===== src/rtl/b03_pkg.sv =====
// ---------------------------------------------------------------------------
// b03_pkg
//   Shared definitions for the requester-side agent of the four-user b03
//   grant arbiter:
//     - per-user state encoding (IDLE / REQ / USE)
//     - one-hot grant codes as driven by the arbiter on its grant word
//     - is_onehot4()  : legal single-user grant test
//     - user_code()   : maps a user index (0 = user1 .. 3 = user4) to the
//                       grant code that names that user
// ---------------------------------------------------------------------------
package b03_pkg;

    typedef enum logic [1:0] {
        ST_IDLE = 2'b00,
        ST_REQ  = 2'b01,
        ST_USE  = 2'b10
    } user_state_e;

    localparam int NUM_USERS = 4;

    localparam logic [3:0] G_NONE = 4'b0000;
    localparam logic [3:0] G_U1   = 4'b1000;
    localparam logic [3:0] G_U2   = 4'b0100;
    localparam logic [3:0] G_U3   = 4'b0010;
    localparam logic [3:0] G_U4   = 4'b0001;

    // True when exactly one bit of v is set.
    function automatic logic is_onehot4(input logic [3:0] v);
        return (v != 4'b0000) && ((v & (v - 4'd1)) == 4'b0000);
    endfunction

    // Grant code that names user index idx (0 = user1 ... 3 = user4).
    function automatic logic [3:0] user_code(input int idx);
        logic [3:0] code;
        case (idx)
            0:       code = G_U1;
            1:       code = G_U2;
            2:       code = G_U3;
            3:       code = G_U4;
            default: code = G_NONE;
        endcase
        return code;
    endfunction

endpackage


===== src/rtl/b03_client_user.sv =====
// ---------------------------------------------------------------------------
// b03_client_user
//   One user's slice of the b03 client: pending-job counter, IDLE/REQ/USE
//   state machine, USE countdown, DONE pulse register and sticky overflow.
//
//   Parameters
//     GRANT_CODE : one-hot grant word that names this user
//     HOLD       : cycles spent in USE per job (1..15)
//     CNT_W      : pending counter width; saturates at 2^CNT_W-1
//
//   Ports
//     clk, rst   : clock, asynchronous active-high reset
//     job        : one-cycle job pulse for this user
//     grant      : arbiter grant word as sampled this cycle
//     grant_en   : shared gate; low while any user is in USE or the grant
//                  word is malformed
//     request    : level request to the arbiter (state == REQ)
//     in_use     : this user holds the resource (state == USE)
//     done       : one-cycle completion pulse after the last USE cycle
//     ovf        : sticky, a job arrived while the counter was saturated
// ---------------------------------------------------------------------------
module b03_client_user
    import b03_pkg::*;
#(
    parameter logic [3:0] GRANT_CODE = G_U1,
    parameter int          HOLD       = 4,
    parameter int          CNT_W      = 3
) (
    input  logic       clk,
    input  logic       rst,
    input  logic       job,
    input  logic [3:0] grant,
    input  logic       grant_en,
    output logic       request,
    output logic       in_use,
    output logic       done,
    output logic       ovf
);

    localparam logic [3:0]       HOLD_LOAD = 4'(HOLD - 1);
    localparam logic [CNT_W-1:0] PEND_MAX  = {CNT_W{1'b1}};
    localparam logic [CNT_W-1:0] PEND_ONE  = CNT_W'(1);
    localparam logic [CNT_W-1:0] PEND_ZERO = '0;

    user_state_e      state_q, state_d;
    logic [CNT_W-1:0] pend_q,  pend_d;
    logic [3:0]       hold_q,  hold_d;
    logic             done_q,  done_d;
    logic             ovf_q,   ovf_d;

    logic             take;

    // A grant is taken only while requesting; stale grants for a user that
    // is not in REQ fall through harmlessly.
    assign take = (state_q == ST_REQ) && grant_en && (grant == GRANT_CODE);

    always_comb begin
        state_d = state_q;
        pend_d  = pend_q;
        hold_d  = hold_q;
        done_d  = 1'b0;
        ovf_d   = ovf_q;

        // Pending counter: an arriving job and a consumed job in the same
        // cycle cancel out, so saturation only matters without a take.
        if (job && !take) begin
            if (pend_q == PEND_MAX) begin
                ovf_d = 1'b1;
            end else begin
                pend_d = pend_q + PEND_ONE;
            end
        end else if (!job && take) begin
            pend_d = pend_q - PEND_ONE;
        end

        case (state_q)
            ST_IDLE: begin
                if (pend_q != PEND_ZERO) begin
                    state_d = ST_REQ;
                end
            end
            ST_REQ: begin
                if (take) begin
                    state_d = ST_USE;
                    hold_d  = HOLD_LOAD;
                end
            end
            ST_USE: begin
                if (hold_q == 4'd0) begin
                    // The job was already removed from pend_q on entry, so
                    // anything left here is a further queued job.
                    done_d  = 1'b1;
                    state_d = (pend_q != PEND_ZERO) ? ST_REQ : ST_IDLE;
                end else begin
                    hold_d = hold_q - 4'd1;
                end
            end
            default: begin
                state_d = ST_IDLE;
            end
        endcase
    end

    always_ff @(posedge clk or posedge rst) begin
        if (rst) begin
            state_q <= ST_IDLE;
            pend_q  <= '0;
            hold_q  <= 4'd0;
            done_q  <= 1'b0;
            ovf_q   <= 1'b0;
        end else begin
            state_q <= state_d;
            pend_q  <= pend_d;
            hold_q  <= hold_d;
            done_q  <= done_d;
            ovf_q   <= ovf_d;
        end
    end

    // Decoded from registered state only: no input reaches these outputs
    // combinationally.
    assign request = (state_q == ST_REQ);
    assign in_use  = (state_q == ST_USE);
    assign done    = done_q;
    assign ovf     = ovf_q;

endmodule


===== src/rtl/b03_client.sv =====
// ---------------------------------------------------------------------------
// b03_client
//   Requester-side agent for the four-user b03 grant arbiter. Converts
//   per-user job pulses into REQUEST1..REQUEST4 levels, accepts the one-hot
//   grant word, holds the resource HOLD cycles per job and pulses DONE.
//
//   Parameters
//     HOLD  : cycles a user occupies the resource per job (1..15)
//     CNT_W : width of each per-user pending counter
//
//   Ports
//     clock, reset       : clock, asynchronous active-high reset
//     JOB[3:0]           : job pulses, bit 3 = user1 ... bit 0 = user4
//     GRANT_I[3:0]       : arbiter grant word (1000 = user1 ... 0001 = user4)
//     REQUEST1..4        : level requests to the arbiter
//     DONE[3:0]          : completion pulses, same bit order as JOB
//     BUSY               : some user is in USE
//     OVF[3:0]           : sticky per-user job-dropped flags
//     GERR               : sticky malformed-grant flag
// ---------------------------------------------------------------------------
module b03_client
    import b03_pkg::*;
#(
    parameter int HOLD  = 4,
    parameter int CNT_W = 3
) (
    input  logic       clock,
    input  logic       reset,
    input  logic [3:0] JOB,
    input  logic [3:0] GRANT_I,
    output logic       REQUEST1,
    output logic       REQUEST2,
    output logic       REQUEST3,
    output logic       REQUEST4,
    output logic [3:0] DONE,
    output logic       BUSY,
    output logic [3:0] OVF,
    output logic       GERR
);

    // Index 0 = user1 ... index 3 = user4 in these vectors.
    logic [NUM_USERS-1:0] req_vec;
    logic [NUM_USERS-1:0] use_vec;

    logic use_any;
    logic grant_bad;
    logic grant_en;
    logic gerr_q, gerr_d;

    assign use_any   = |use_vec;
    assign grant_bad = (GRANT_I != G_NONE) && !is_onehot4(GRANT_I);

    // Occupancy is taken from registered state, so a user leaving USE on
    // this edge still blocks grants; the next user enters one cycle later.
    assign grant_en  = !use_any && !grant_bad;

    generate
        for (genvar gi = 0; gi < NUM_USERS; gi++) begin : g_user
            b03_client_user #(
                .GRANT_CODE (user_code(gi)),
                .HOLD       (HOLD),
                .CNT_W      (CNT_W)
            ) u_user (
                .clk      (clock),
                .rst      (reset),
                .job      (JOB[NUM_USERS-1-gi]),
                .grant    (GRANT_I),
                .grant_en (grant_en),
                .request  (req_vec[gi]),
                .in_use   (use_vec[gi]),
                .done     (DONE[NUM_USERS-1-gi]),
                .ovf      (OVF[NUM_USERS-1-gi])
            );
        end
    endgenerate

    always_comb begin
        gerr_d = gerr_q | grant_bad;
    end

    always_ff @(posedge clock or posedge reset) begin
        if (reset) begin
            gerr_q <= 1'b0;
        end else begin
            gerr_q <= gerr_d;
        end
    end

    assign REQUEST1 = req_vec[0];
    assign REQUEST2 = req_vec[1];
    assign REQUEST3 = req_vec[2];
    assign REQUEST4 = req_vec[3];
    assign BUSY     = use_any;
    assign GERR     = gerr_q;

endmodule

===== config.mk =====
export PLATFORM = sky130hd
export DESIGN_NAME = b03_client
export DESIGN_NICKNAME = d
export VERILOG_FILES = /design/src/rtl/b03_pkg.sv /design/src/rtl/b03_client_user.sv /design/src/rtl/b03_client.sv
export SDC_FILE = /design/constraint.sdc
export NUM_CORES = 1
export LEC_CHECK = 0
export CAP_MARGIN = 20
export CORE_UTILIZATION = 52
export CTS_BUF_LIST = sky130_fd_sc_hd__clkbuf_16
export CTS_CLUSTER_DIAMETER = 30
export DETAILED_ROUTE_END_ITERATION = 7
export PLACE_DENSITY = 0.86
export RECOVER_POWER = 100
export SYNTH_ARGS = -nofsm -noshare
export SYNTH_HDL_FRONTEND = slang
export SYNTH_SLANG_ARGS = --single-unit

===== constraint.sdc =====
create_clock -name clock -period 2.1 [get_ports clock]
set_clock_uncertainty 0.05 [all_clocks]
set_input_delay 0.525 -clock clock [delete_from_list [all_inputs] [get_ports clock]]
set_output_delay 0.525 -clock clock [all_outputs]
set_load 0.05 [all_outputs]

==> implementation parameters, run 1 <==
Parameter                              Value

Die
  Total Die Area ... 5378 um^2
  Die Height ... 73.34 um
  Core area ... 4817 um^2
  Number of rows created at floorplan ... 25
  Die width ... 73.34 um
  Initial core utilization ... 0.5494
  I/O Pins ... 24

Synthesis
  Sequential share of the synthesized area ... 0.4255
  Library cell occupying the most area in the post-synthesis netlist ... dfrtp_1
  Count of different cell masters after synthesis ... 53
  Count of flip-flops with a built-in enable after synthesis ... 0
  Area share of the largest cell type after synthesis ... 0.4255
  Synthesized area per cell ... 9.801 um^2
  Synthesized net count ... 292
  Number of instances in the synthesized netlist ... 270
  #FFs+latches synth ... 45
  Post-Synthesis Cell Area ... 2646 um^2
  Synth top area cells ... dfrtp_1, nand2_1, ha_1
  Main synth FF type ... dfrtp_1
  Warnings from Yosys ... 0
  Proportion of register bits with asynchronous set or reset after synthesis ... 1.000

Cells and area
  Number of standard cells in the layout, taps in and fillers out ... 389
  Final antenna diode count ... 0
  Final Net Count ... 344
  Fillers ... 355
  Area growth syn-to-layout ... 27.66%
  Utilization of the core after routing ... 0.7013
  Share of layout cells above drive strength 1 ... 0.2764

Clock tree
  Worst-Skew Late Latency ... 0.29 ns
  Depth of the CTS H-tree ... 2
  CTS Sinks ... 45
  TritonCTS buffer count ... 5
  Buffer depth of the longest clock path ... 2
  Reg clk slew, reported paths ... 0.06 ns
  Clock tree root buffer cell ... clkbuf_16
  Clock tree from TritonCTS ... built
  CTS Hold Buffers Added ... 0

Critical path
  Slowest CP cell ... clkdlybuf4s50_1
  Slowest Stage Delay on Critical Path ... 0.81 ns
  Critical path fanouts, max ... 2
  Worst setup path class ... reg -> out
  Kind of cell adding the most delay to the critical path ... buffers and inverters
  Data required, critical path ... 1.52 ns
  CP endpoint kind ... primary output
  Sequence of cells on the critical path ... clkdlybuf4s50_1
  Buffer and inverter count on the worst path ... 1
  Crit path arrival time ... 1.46 ns
  Kind of start point of the critical path ... flip-flop

STA
  Post-route worst setup slack ... 0.06169 ns
  Period utilisation layout ... 0.9706
  Final slew viol count ... 0
  Total of endpoints with negative setup slack in the final report ... 0
  Min Tclk post-route ... 2.038 ns
  Tightest slew margin relative to the limit ... 0.6342
  Final hold vios ... 0
  Pin slew with the least headroom to its limit ... 0.5453 ns
  Timing-limited maximum frequency ... 490.6 MHz
  RSZ-0062 raised after global routing ... yes

Routing
  Via Count ... 2105
  Number of iterations in the first detailed-routing pass ... 4
  Detailed-route wire length per cell ... 14.40 um
  Antenna Nets Post-Route ... 0
  Post-detailed-route via-to-cell ratio ... 5.411
  Number of remaining DRC errors ... 0
  DRC violation total after the first TritonRoute iteration ... 70
  WL final ... 5603 um

Power
  Ratio of total power to cell area ... 1162 nW/um^2
  Sequential group share of total power ... 0.390
  Switching part of the total ... 0.3903
  Leakage power figure ... 1.610 nW
  Overall Power ... 3.926 mW
  Internal power of the cells ... 2.394 mW
  Relative contribution of combinational cells to total power ... 0.424
  Part of the total power dissipated in the clock network ... 0.186
  IR Drop Worst-Case VDD ... 503.2 uV
  Switching power ... 1.532 mW

Placed design
  Sum of net half-perimeters after detailed placement ... 4090 um
  Worst Setup Slack post-DPL ... -0.5677 ns
  Weighted congestion reported at the end of routability-driven placement ... 0.8400
  Placed instance count ... 373
  PortBufs ... 23

Global route
  Global-route usage over all layers ... 0.2302
  Vias in the first global route ... 2140
  First-pass GRT wire length ... 9266 um
  Initial antenna violation count ... 0
  Pin count of the biggest net entering global routing ... 21
  Aggregate global routing overflow ... 0

Job
  Max-cap violations ... 0

Worst hold path
  Worst hold path class ... reg -> reg

Outcome
  Status ... complete, no violations
repair_timing:
action / CTS / global route
endpoints found under the setup margin: 8 / 6
cloned: 0 / 0
setup buffers: 2 / 7
endpoints found under the hold margin: 0 / 0
pin swaps: 0 / 8
gates resized for setup: 7 / 17
layer usage:
metal / vias to the layer above / GRT usage / wire, um / part of all wire
li1: 1034 / - / - / -
met3: 11 / 0.04801 / 177 / 0.032
met4: 0 / 0.08333 / 105 / 0.019
met1: 1029 / 0.2625 / 2391 / 0.43
met2: 31 / 0.4239 / 2929 / 0.52
met5: - / 0 / 0 / 0
power groups by stage:
stage	sequential [mW]	clock [mW]	combinational, mW
2_1_floorplan	1.40	0	1.21
3_3_place_gp	1.50	0	1.46
3_5_place_dp	1.52	0	1.55
4_1_cts	1.51	0.745	1.58
5_1_grt	1.58	0.775	1.86
6_report	1.53	0.729	1.67
layout by cell type (no fill, tap or decap), drive strengths merged, types with 8 or more instances in the layout:
cell type	count
buf	46
ha	8
clkbuf	8
nor3	13
o21ai	11
dfrtp	45
nand2b	10
inv	14
a21oi	12
nor2	23
nand2	32
clkdlybuf4s50	13
synthesized netlist by cell type, types with 3 or more instances:
| cell | number |
|---|---|
| a211oi_1 | 3 |
| a21oi_1 | 11 |
| and3_1 | 4 |
| buf_4 | 10 |
| clkbuf_1 | 5 |
| dfrtp_1 | 45 |
| fa_1 | 4 |
| ha_1 | 8 |
| inv_1 | 14 |
| mux2i_1 | 7 |
| nand2_1 | 32 |
| nand2b_1 | 7 |
| nand2b_2 | 3 |
| nand3_1 | 7 |
| nor2_1 | 18 |
| nor2_2 | 3 |
| nor3_1 | 12 |
| nor4_1 | 3 |
| o21ai_0 | 11 |
| o21bai_1 | 4 |
| o22ai_1 | 3 |
| o31ai_1 | 6 |
| xnor2_1 | 4 |
| xor2_1 | 6 |
final timing paths:
check                                              to                   startpoint  slack [ns]  cells after the start
hold / removal                   g_user[0].u_user.ovf         g_user[0].u_user.ovf        0.42                      1
max in group asynchronous  g_user[0].u_user.hold_q[2]                        reset        0.78                      3
hold reg to reg                  g_user[0].u_user.ovf         g_user[0].u_user.ovf        0.42                      1
min in group asynchronous  g_user[3].u_user.hold_q[2]                        reset        0.62                      2
setup reg to reg           g_user[0].u_user.pend_q[1]  g_user[0].u_user.state_q[1]        0.06                      9
setup / recovery                                 GERR                         GERR        0.06                      1
state kept, by name, indices dropped and copies added, names as in the netlist:
register	flops
GERR	1
g_user.u_user.done	4
g_user.u_user.hold_q	16
g_user.u_user.ovf	4
g_user.u_user.pend_q	12
g_user.u_user.state_q	8
per-stage QoR:
stage,area (um^2),TNS (ns),hold WS [ns]
final,3378,0,0.4221
after global routing,3378,-0.1406,0.4499
after CTS,3289,0,0.4293
after floorplan,2676,-0.1610,0.3877
after global placement,3138,-4.008,0.4082
after detailed placement,3138,-4.938,0.4185
kinds of logic (layout without fill, tap and decap cells):
logic type | count (synthesis) | in the layout | share of synthesized area
AO/OA/AOI/OAI | 53 | 53 | 0.1381
XOR/XNOR | 10 | 10 | 0.03310
adder cells (fa/ha/maj) | 12 | 12 | 0.06809
buffers and inverters | 33 | 85 | 0.06761
flip-flops | 45 | 45 | 0.4255
multiplexers | 8 | 8 | 0.03073
AND/OR/NAND/NOR | 109 | 109 | 0.2369
area by class of cell:
class | instances | area, um^2 | area share
clock buffer | 5 | 125.1 | 0.03704
sequential | 45 | 1126 | 0.3333
clock inverter | 2 | 7.507 | 0.002222
tap | 67 | 83.83 | 0.02481
timing repair buffer | 64 | 560.5 | 0.1659
multi-input combinational | 192 | 1423 | 0.4211
inverter | 14 | 52.55 | 0.01556
No activity file was read; power rests on OpenSTA's default activity.
==> inputs of run 2 (changes only) <==
--- a/config.mk
+++ b/config.mk
@@ -6,11 +6,11 @@
 export NUM_CORES = 1
 export LEC_CHECK = 0
 export CAP_MARGIN = 20
-export CORE_UTILIZATION = 52
+export CORE_UTILIZATION = 45
 export CTS_BUF_LIST = sky130_fd_sc_hd__clkbuf_16
 export CTS_CLUSTER_DIAMETER = 30
 export DETAILED_ROUTE_END_ITERATION = 7
-export PLACE_DENSITY = 0.86
+export PLACE_DENSITY = 0.77
 export RECOVER_POWER = 100
 export SYNTH_ARGS = -nofsm -noshare
 export SYNTH_HDL_FRONTEND = slang
==> run 2 against run 1 <==
Fmax fell by 1.4%. Non-clock buffer count fell by 7. Sequential power barely moved. Die area rose by 15%. Clock power rose by 39%. Wire length fell by 1.9%. Flip-flop and latch count did not move. First-iteration DRC count rose by 41%. Largest power group unchanged. Global-route usage fell by 3.3 points. Largest cell class unchanged. Sequential share of layout area barely moved. Cell count fell by 0.26%.
==> implementation parameters, run 2 (synthesis results as in run 1) <==
Parameter                              Value

Placed design
  Placed instance count ... 377 (was 373)
  Weighted congestion reported at the end of routability-driven placement ... 0.7630 (was 0.8400)
  Sum of net half-perimeters after detailed placement ... 3891 um (was 4090 um)
  PortBufs ... 23 (unchanged)

Critical path
  Kind of start point of the critical path ... flip-flop (unchanged)
  Slowest Stage Delay on Critical Path ... 0.41 ns (was 0.81 ns)
  Worst setup path class ... reg -> reg (was reg -> out)
  Kind of cell adding the most delay to the critical path ... simple AND/OR/NAND/NOR gates (was buffers and inverters)
  Source of the worst register-to-register timing path ... g_user[0].u_user.state_q[1] (unchanged)
  Sequence of cells on the critical path ... and2b_4 > nand4b_4 > or2_4 > nand2_2 > fa_1 > inv_1 > nor3_2 > a211oi_2 > a31oi_1 (was clkdlybuf4s50_1)
  Crit path arrival time ... 2.18 ns (was 1.46 ns)
  Critical path fanouts, max ... 2 (unchanged)
  Beginning of the critical path ... g_user[0].u_user.state_q[1] (was GERR)
  Data required, critical path ... 2.21 ns (was 1.52 ns)
  Slowest CP cell ... dfrtp_1 (was clkdlybuf4s50_1)
  Buffer and inverter count on the worst path ... 1 (unchanged)
  CP endpoint kind ... flip-flop (was primary output)

Global route
  Initial antenna violation count ... 0 (unchanged)
  Pin count of the biggest net entering global routing ... 46 (was 21)
  Aggregate global routing overflow ... 0 (unchanged)
  Vias in the first global route ... 2182 (was 2140)
  First-pass GRT wire length ... 9515 um (was 9266 um)
  Global-route usage over all layers ... 0.1970 (was 0.2302)

Routing
  Number of remaining DRC errors ... 0 (unchanged)
  Detailed-route wire length per cell ... 14.16 um (was 14.40 um)
  Post-detailed-route via-to-cell ratio ... 5.410 (was 5.411)
  WL final ... 5495 um (was 5603 um)
  DRC violation total after the first TritonRoute iteration ... 99 (was 70)
  Number of iterations in the first detailed-routing pass ... 4 (unchanged)
  Antenna Nets Post-Route ... 0 (unchanged)
  Via Count ... 2099 (was 2105)

STA
  Period utilisation layout ... 0.9846 (was 0.9706)
  Final hold vios ... 0 (unchanged)
  Total of endpoints with negative setup slack in the final report ... 0 (unchanged)
  Pin slew with the least headroom to its limit ... 1.141 ns (was 0.5453 ns)
  RSZ-0062 raised after global routing ... yes (unchanged)
  Final slew viol count ... 0 (unchanged)
  Min Tclk post-route ... 2.068 ns (was 2.038 ns)
  Timing-limited maximum frequency ... 483.7 MHz (was 490.6 MHz)
  Tightest slew margin relative to the limit ... 0.2395 (was 0.6342)

Cells and area
  Top flop regs ... g_user.u_user.hold_q: 16 flops, g_user.u_user.pend_q: 12 flops, g_user.u_user.state_q: 8 flops (unchanged)
  Most frequent cells in the layout ... dfrtp_1, buf_4, nand2_1 (unchanged)
  Number of standard cells in the layout, taps in and fillers out ... 388 (was 389)
  Number of flip-flops under the largest register name ... 16 (unchanged)
  Final antenna diode count ... 0 (unchanged)
  Final Net Count ... 337 (was 344)
  Utilization of the core after routing ... 0.6076 (was 0.7013)
  Area growth syn-to-layout ... 27.99% (was 27.66%)
  Share of layout cells above drive strength 1 ... 0.2690 (was 0.2764)
  Register ranked first by flip-flop count ... g_user.u_user.hold_q (unchanged)
  Most frequent standard cell in the layout excluding fill and tap cells ... dfrtp_1 (unchanged)

Die
  Total Die Area ... 6191 um^2 (was 5378 um^2)
  Number of rows created at floorplan ... 27 (was 25)
  Core area ... 5574 um^2 (was 4817 um^2)
  Initial core utilization ... 0.4747 (was 0.5494)
  I/O Pins ... 24 (unchanged)
  Die Height ... 78.69 um (was 73.34 um)
  Die width ... 78.69 um (was 73.34 um)

Clock tree
  Clock tree from TritonCTS ... built (unchanged)
  Clock tree root buffer cell ... clkbuf_16 (unchanged)
  Depth of the CTS H-tree ... 2 (unchanged)
  Buffer depth of the longest clock path ... 2 (unchanged)
  CTS Sinks ... 45 (unchanged)
  TritonCTS buffer count ... 5 (unchanged)
  Reg clk slew, reported paths ... 0.07 ns (was 0.06 ns)
  Worst-Skew Late Latency ... 0.29 ns (about the same)

Power
  Leakage power figure ... 1.591 nW (was 1.610 nW)
  Overall Power ... 4.177 mW (was 3.926 mW)
  IR Drop Worst-Case VDD ... 703.0 uV (was 503.2 uV)
  Ratio of total power to cell area ... 1233 nW/um^2 (was 1162 nW/um^2)

Worst hold path
  Worst hold path class ... reg -> reg (unchanged)
  Hold path start ... g_user[3].u_user.ovf (was g_user[0].u_user.ovf)

Job
  Max-cap violations ... 0 (unchanged)

Outcome
  Status ... complete, no violations (unchanged)
## run 2: cell count changes in the layout (fill, tap and decap cells not counted), moves of 2 or more
cell	previous run	this run
bufinv_16	0	2
nand2b_2	0	2
buf_4	42	35
nand2b_4	4	2
## run 2: what timing repair did
item	4_1_cts	5_1_grt
pin swaps	0	10
endpoints found under the setup margin	7	6
hold buffers	0	0
resized for setup	8	13
setup buffers	1	2
## run 2: final timing paths
path | endpoint | slack (ns) | cells past startpoint
max in group asynchronous | g_user[2].u_user.state_q[1] | 0.23 | 3
max reg2reg | g_user[0].u_user.pend_q[1] | 0.03 | 9
min | g_user[3].u_user.ovf | 0.43 | 1
min in group asynchronous | g_user[1].u_user.hold_q[1] | 1.00 | 3
min reg2reg | g_user[3].u_user.ovf | 0.43 | 1
max | g_user[0].u_user.pend_q[1] | 0.03 | 9
## run 2: metal layers
layer	vias up	routed length [um]	track usage
li1	1023	-	-
met1	1034	2456	0.2341
met2	34	2758	0.3496
met3	8	200	0.04186
met4	0	79	0.06667
met5	-	0	0
## run 2: cell type report
class | instances | area, um^2
fillers | 460 | 2187
well taps | 72 | 90.09
inverters | 14 | 52.55
clock buffers | 5 | 125.1
flip-flops and latches | 45 | 1127
clock inverters | 3 | 65.06
multi-input cells | 192 | 1415
repair buffers | 57 | 511.7
## run 2: through the flow
step	worst slack, ns	hold slack (ns)	TNS [ns]	area, um^2
after floorplan	-0.1415	0.3877	-0.1610	2676
after global placement	-0.4877	0.4104	-3.790	3147
after detailed placement	-0.5809	0.4182	-4.711	3147
after CTS	0.006421	0.4319	0	3358
after global routing	-0.07252	0.4434	-0.1741	3387
final	0.03239	0.4319	0	3387
## run 2: report_power, final
group          leakage [nW]  switching (mW)  internal, mW
sequential            0.516           0.381          1.15
combinational         0.982           0.827         0.812
clock                0.0938           0.328         0.679
